### config.mk
export PLATFORM = sky130hd
export DESIGN_NAME = maint_monitor
export DESIGN_NICKNAME = d
export VERILOG_FILES = /design/src/rtl/maint_pkg.sv /design/src/rtl/maint_channel.sv /design/src/rtl/maint_monitor.sv
export SDC_FILE = /design/constraint.sdc
export NUM_CORES = 1
export LEC_CHECK = 0
export ABC_AREA = 1
export CAP_MARGIN = 15
export CORE_ASPECT_RATIO = 0.7
export CORE_MARGIN = 4
export CORE_UTILIZATION = 30
export DETAILED_ROUTE_END_ITERATION = 8
export GPL_TIMING_DRIVEN = 0
export PLACE_DENSITY = 0.49
export RECOVER_POWER = 50
export SYNTH_ARGS = -nofsm -noshare
export SYNTH_HDL_FRONTEND = slang
export SYNTH_SLANG_ARGS = --single-unit
### constraint.sdc
create_clock -name clk -period 1.5 [get_ports clk]
set_input_delay 0.375 -clock clk [delete_from_list [all_inputs] [get_ports clk]]
set_output_delay 0.375 -clock clk [all_outputs]
set_load 0.03 [all_outputs]
### src/rtl/maint_pkg.sv
// Shared types and helpers for the maintenance watchdog.
//   ch_state_t : per-channel FSM state
//   err_code   : all-ones error code for a given width (up to 64 bits)
package maint_pkg;

  typedef enum logic [1:0] {CH_IDLE, CH_ARMED, CH_ERROR} ch_state_t;

  function automatic logic [63:0] err_code(input int unsigned width);
    logic [63:0] r;
    r = '0;
    for (int unsigned i = 0; i < 64; i++) begin
      if (i < width) r[i] = 1'b1;
    end
    return r;
  endfunction

endpackage

### src/rtl/maint_channel.sv
// One maintenance watchdog channel: rising-edge detector, IDLE/ARMED/ERROR
// FSM, inter-edge timer and saturating edge counter.
//   clk, rst  : clock, synchronous active-high reset
//   m_i       : maintenance request level
//   ack_i     : error acknowledge pulse
//   count_o   : accepted edge count (saturates at all-ones minus one)
//   error_o   : registered error flag
module maint_channel
  import maint_pkg::*;
#(
  parameter int unsigned WIDTH   = 8,
  parameter int unsigned TIMEOUT = 200
) (
  input  logic             clk,
  input  logic             rst,
  input  logic             m_i,
  input  logic             ack_i,
  output logic [WIDTH-1:0] count_o,
  output logic             error_o
);

  localparam int unsigned      TW      = $clog2(TIMEOUT);
  localparam logic [WIDTH-1:0] CNT_MAX = WIDTH'(err_code(WIDTH) - 64'd1);
  localparam logic [TW-1:0]    T_LAST  = TW'(TIMEOUT - 1);

  ch_state_t        state_q, state_d;
  logic [TW-1:0]    timer_q, timer_d;
  logic [WIDTH-1:0] count_q, count_d;
  logic             m_prev_q;
  logic             error_q;
  logic             rise;

  assign rise = m_i & ~m_prev_q;

  always_comb begin
    state_d = state_q;
    timer_d = timer_q;
    count_d = count_q;
    unique case (state_q)
      CH_IDLE: begin
        timer_d = '0;
        count_d = '0;
        if (rise) begin
          state_d = CH_ARMED;
          count_d = WIDTH'(1);
        end
      end
      CH_ARMED: begin
        // An edge in the timeout cycle wins: it restarts the timer.
        if (rise) begin
          timer_d = '0;
          if (count_q != CNT_MAX) count_d = count_q + WIDTH'(1);
        end else if (timer_q == T_LAST) begin
          state_d = CH_ERROR;
        end else begin
          timer_d = timer_q + TW'(1);
        end
      end
      CH_ERROR: begin
        // Edges are ignored here, including one coincident with ack.
        if (ack_i) begin
          state_d = CH_IDLE;
          timer_d = '0;
          count_d = '0;
        end
      end
      default: state_d = CH_IDLE;
    endcase
  end

  always_ff @(posedge clk) begin
    if (rst) begin
      state_q  <= CH_IDLE;
      timer_q  <= '0;
      count_q  <= '0;
      m_prev_q <= 1'b0;
      error_q  <= 1'b0;
    end else begin
      state_q  <= state_d;
      timer_q  <= timer_d;
      count_q  <= count_d;
      m_prev_q <= m_i;
      error_q  <= (state_d == CH_ERROR);
    end
  end

  assign count_o = count_q;
  assign error_o = error_q;

endmodule

### src/rtl/maint_monitor.sv
// Multi-channel maintenance watchdog top level.
//   clk, rst  : clock, synchronous active-high reset
//   m         : per-channel maintenance request levels
//   ack       : per-channel error acknowledge pulses
//   sel       : channel shown on status (out-of-range selects read 0)
//   status    : registered count of channel sel, all-ones if it is in error
//   error     : registered per-channel error flags
//   any_error : OR of error
module maint_monitor
  import maint_pkg::*;
#(
  parameter  int unsigned WIDTH    = 8,
  parameter  int unsigned CHANNELS = 4,
  parameter  int unsigned TIMEOUT  = 200,
  localparam int unsigned SELW     = (CHANNELS > 1) ? $clog2(CHANNELS) : 1
) (
  input  logic                clk,
  input  logic                rst,
  input  logic [CHANNELS-1:0] m,
  input  logic [CHANNELS-1:0] ack,
  input  logic [SELW-1:0]     sel,
  output logic [WIDTH-1:0]    status,
  output logic [CHANNELS-1:0] error,
  output logic                any_error
);

  localparam logic [WIDTH-1:0] ERR_CODE = WIDTH'(err_code(WIDTH));
  localparam logic [SELW:0]    SEL_LIM  = (SELW + 1)'(CHANNELS);

  logic [WIDTH-1:0]    count_w [CHANNELS];
  logic [CHANNELS-1:0] error_w;
  logic [WIDTH-1:0]    status_q, status_d;

  for (genvar g = 0; g < CHANNELS; g++) begin : g_ch
    maint_channel #(
      .WIDTH  (WIDTH),
      .TIMEOUT(TIMEOUT)
    ) u_ch (
      .clk    (clk),
      .rst    (rst),
      .m_i    (m[g]),
      .ack_i  (ack[g]),
      .count_o(count_w[g]),
      .error_o(error_w[g])
    );
  end

  always_comb begin
    status_d = '0;
    if ({1'b0, sel} < SEL_LIM) begin
      status_d = error_w[sel] ? ERR_CODE : count_w[sel];
    end
  end

  always_ff @(posedge clk) begin
    if (rst) status_q <= '0;
    else     status_q <= status_d;
  end

  assign status    = status_q;
  assign error     = error_w;
  assign any_error = |error_w;

endmodule

==> impl_metrics.yaml <==
worst_setup_path:
  regToRegStartpoint: "g_ch[0].u_ch.state_q[1]"
  r2r_cells: 7
  crit_required_ns: 1.12
  max_stage_delay_ns: 0.55
  path_max_fanout: 3
  end_kind: "output pin"
  worstSetupStartpointType: "flip-flop"
  critPathBufInv: 1
  cp_slowest_cell: "or4_4"
  arrival_ns: 1.41
  crit_family: "simple AND/OR/NAND/NOR gates"
  r2r_setup_slack_ns: -0.11
  path_class: "flip-flop to output pin"
  reg2reg_to: "g_ch[0].u_ch.error_o"
  worstPathCellList: "or4_4, buf_6"
status:
  failed_checks: "setup timing"
  status: "complete, but fails checks"
floorplanning:
  io_pins: 25
  die_h_um: 121
  initial_core_util_pct: 31.2
  core_area_um2: 17500
  dieArea_um2: 20400
  die_w_um: 169
  num_rows: 40
cts:
  htreeDepth: 3
  worstSkewPairLatency_ns: 0.35
  cts-root-buf: "clkbuf_16"
  cts_max_path_buffers: 2
  clk_transition_reported_paths_ns: 0.07
  cts_num_sinks: 88
  cts_tree: "yes"
  cts_made_buffers: 9
placement:
  gp_congestion: 0.839
  pre_cts_slack_ns: -0.867
  hpwl_um: 11000
  io_buffer_count: 23
grt:
  overflow: 0
  track_usage_pct: 15.0
  grtUsageMet2_pct: 21.2
  grt_pass1_vias: 4851
  grt_use_met1_pct: 23.2
  grt_first_pass_wirelength_um: 24700
  grt_start_max_net_pins: 15
  antenna_found_initial: 0
  grt_use_met3_pct: 3.04
  gr-max-usage-layer: "met1"
sta:
  slew_headroom_pct: 63.1
  setup_tns_ns: -4.30
  rsz0062_at_grt: "true"
  fin_crit_sh_pct: 119
  hold_ws_ns: 0.273
  finalWorstSetupSlack_ns: -0.286
  period_minus_slack_ns: 1.79
  setup_viol: 39
  timing.fmax_mhz: 560
  slew_violations: 0
  worstMarginPinSlew_ns: 0.553
  finalClockSkew_ns: 0.00550
  hold_viol_final: 0
drt:
  ant_nets: 0
  vias: 5360
  wl_um: 15500
  wl_per_cell_um: 13.5
  firstDrtPassIters: 5
  drc: 0
  drt_iter0_markers: 353
  drt-vias-per-instance: 4.67
logic_synthesis:
  ys_top_cells_by_area: "dfxtp_1 (32%), nand2_1 (14%), nor2_1 (8.8%)"
  synth-simple-area-share_pct: 39.0
  synth_xor_area_share_pct: 1.29
  synth_top_family_by_area: "simple AND/OR/NAND/NOR gates"
  async_flop_share_pct: 0
  yosysTopAreaCellShare_pct: 32.4
  ys.flop_type: "dfxtp_1"
  synthTopCellsByCount: "nand2_1 (205), nor2_1 (127), inv_1 (104)"
  muxShareOfSynthArea_pct: 0.184
  synth-edff-count: 0
  synth-compound-area-share_pct: 10.9
  synth-adder-area-share_pct: 6.44
  avgSynthCellArea_um2: 6.46
  ys_types: 38
  synth_most_common_cell: "nand2_1"
  synth-seq-area-share_pct: 32.4
  yosysTopAreaCell: "dfxtp_1"
  synthCells: 843
  synth_nets: 883
  ys_ff_latch: 88
  yosys_warnings: 0
  syn-cell-area_um2: 5440
cells_and_area:
  nNetsFinal: 952
  final_layout_size_suffix_gt1_share_pct: 25.2
  area_growth_pct: 30.6
  diodes: 0
power:
  switching_power_w: 0.00156
  clock_power_share_pct: 43.3
  pwr-share-comb_pct: 14.3
  leakage_nw: 2.92
  ir_worst_vdd_mv: 0.388
  p_sw_share_pct: 27.1
  seq_power_share_pct: 42.5
  power.density_nw_per_um2: 810
  internal_power_w: 0.00419
min_path:
  holdPathEnd: "g_ch[0].u_ch.m_prev_q"
  hold_path.class: "input port to flip-flop"
  hold_start: "m[0]"
  holdPathStages: 3
run:
  drv_cap: 0
cells in the final DEF, fill, tap and decap left out, types with 15 or more instances in the layout:
| cell | netlist | final |
|---|---|---|
| nand2_2 | 12 | 22 |
| dfxtp_1 | 88 | 65 |
| inv_1 | 104 | 88 |
| nor2_4 | 3 | 16 |
| nand3_1 | 69 | 66 |
| nor2_1 | 127 | 113 |
| nand2_4 | 7 | 22 |
| o21ai_0 | 36 | 27 |
| a21oi_1 | 61 | 58 |
| nand4_1 | 15 | 15 |
| nand2_1 | 205 | 181 |
| ha_1 | 28 | 16 |
| buf_4 | 5 | 33 |
| inv_2 | 6 | 15 |
per-stage QoR:
stage          area [µm²]  cells  power [W]  utilization [%]
2_1_floorplan        5440    843    0.00292                -
3_3_place_gp         5960   1097    0.00313             34.1
3_5_place_dp         5960   1097    0.00313             34.1
4_1_cts              6550   1125    0.00572             37.5
5_1_grt              7110   1148    0.00601             40.7
6_report             7110   1148    0.00576             40.7
worst reg2reg max path, stage by stage (launching register included):
cell     delay (ns)
dfxtp_4        0.37
inv_4          0.07
ha_4           0.18
buf_4          0.12
nand3_1        0.27
buf_4          0.26
a21oi_1        0.15
and2b_1        0.14
power by group through the flow:
stage          sequential (W)  combinational [W]  clock (W)
6_report              0.00245           0.000820    0.00249
5_1_grt               0.00245           0.000904    0.00265
4_1_cts               0.00244           0.000706    0.00257
3_5_place_dp          0.00249           0.000639          0
3_3_place_gp          0.00249           0.000643          0
2_1_floorplan         0.00251           0.000411          0
timing repair:
action                     4_1_cts  5_1_grt
setup endpoints to repair       95       78
buffers inserted                10       23
resized for setup              105      146
pin swaps                       14       46
hold buffers                     0        0
gates cloned                     2        0
sequential cells by signal, indices dropped and copies added, names as in the netlist:
name,cells
g_ch.u_ch.state_q,8
g_ch.u_ch.m_prev_q,4
g_ch.u_ch.count_o,32
g_ch.u_ch.timer_q,32
status,8
g_ch.u_ch.error_o,4
layer usage:
layer / part of all wire (%) / vias up
met1: 55 / 2426
met3: 3.9 / 13
met4: 0.98 / 0
met5: 0 / -
li1: - / 2835
met2: 40 / 86
cell families (layout without fill, tap and decap cells):
kind of cell | count (synthesis) | count (layout)
AOI/OAI and AO/OA | 112 | 112
xor gates and xnor gates | 8 | 8
adders and majority gates | 28 | 28
buffers and inverters | 133 | 205
DFF | 88 | 88
muxes | 1 | 1
and+or+nand+nor | 473 | 475
worst max-delay path by stage:
stage                     depth (start not counted)                       to                    start  slack [ns]
final                                             2                any_error     g_ch[0].u_ch.error_o       -0.29
after global routing                              2                any_error     g_ch[0].u_ch.error_o       -0.31
after CTS                                         2                any_error     g_ch[0].u_ch.error_o       -0.30
after detailed placement                          4  g_ch[2].u_ch.state_q[0]                      rst       -0.87
after global placement                            4  g_ch[2].u_ch.state_q[0]                      rst       -0.87
after floorplan                                  11  g_ch[2].u_ch.count_o[6]  g_ch[2].u_ch.state_q[1]        0.08
layout make-up:
cell class                      count  area [µm²]
Buffer                             19         116
Clock buffer                       10         239
Clock inverter                      6        82.6
Fill cell                        1837       10400
Inverter                          114         470
Multi-Input combinational cell    624        3620
Sequential cell                    88        1820
Tap cell                          231         289
Timing Repair Buffer               56         472
Power figures use the tool's default switching activity.
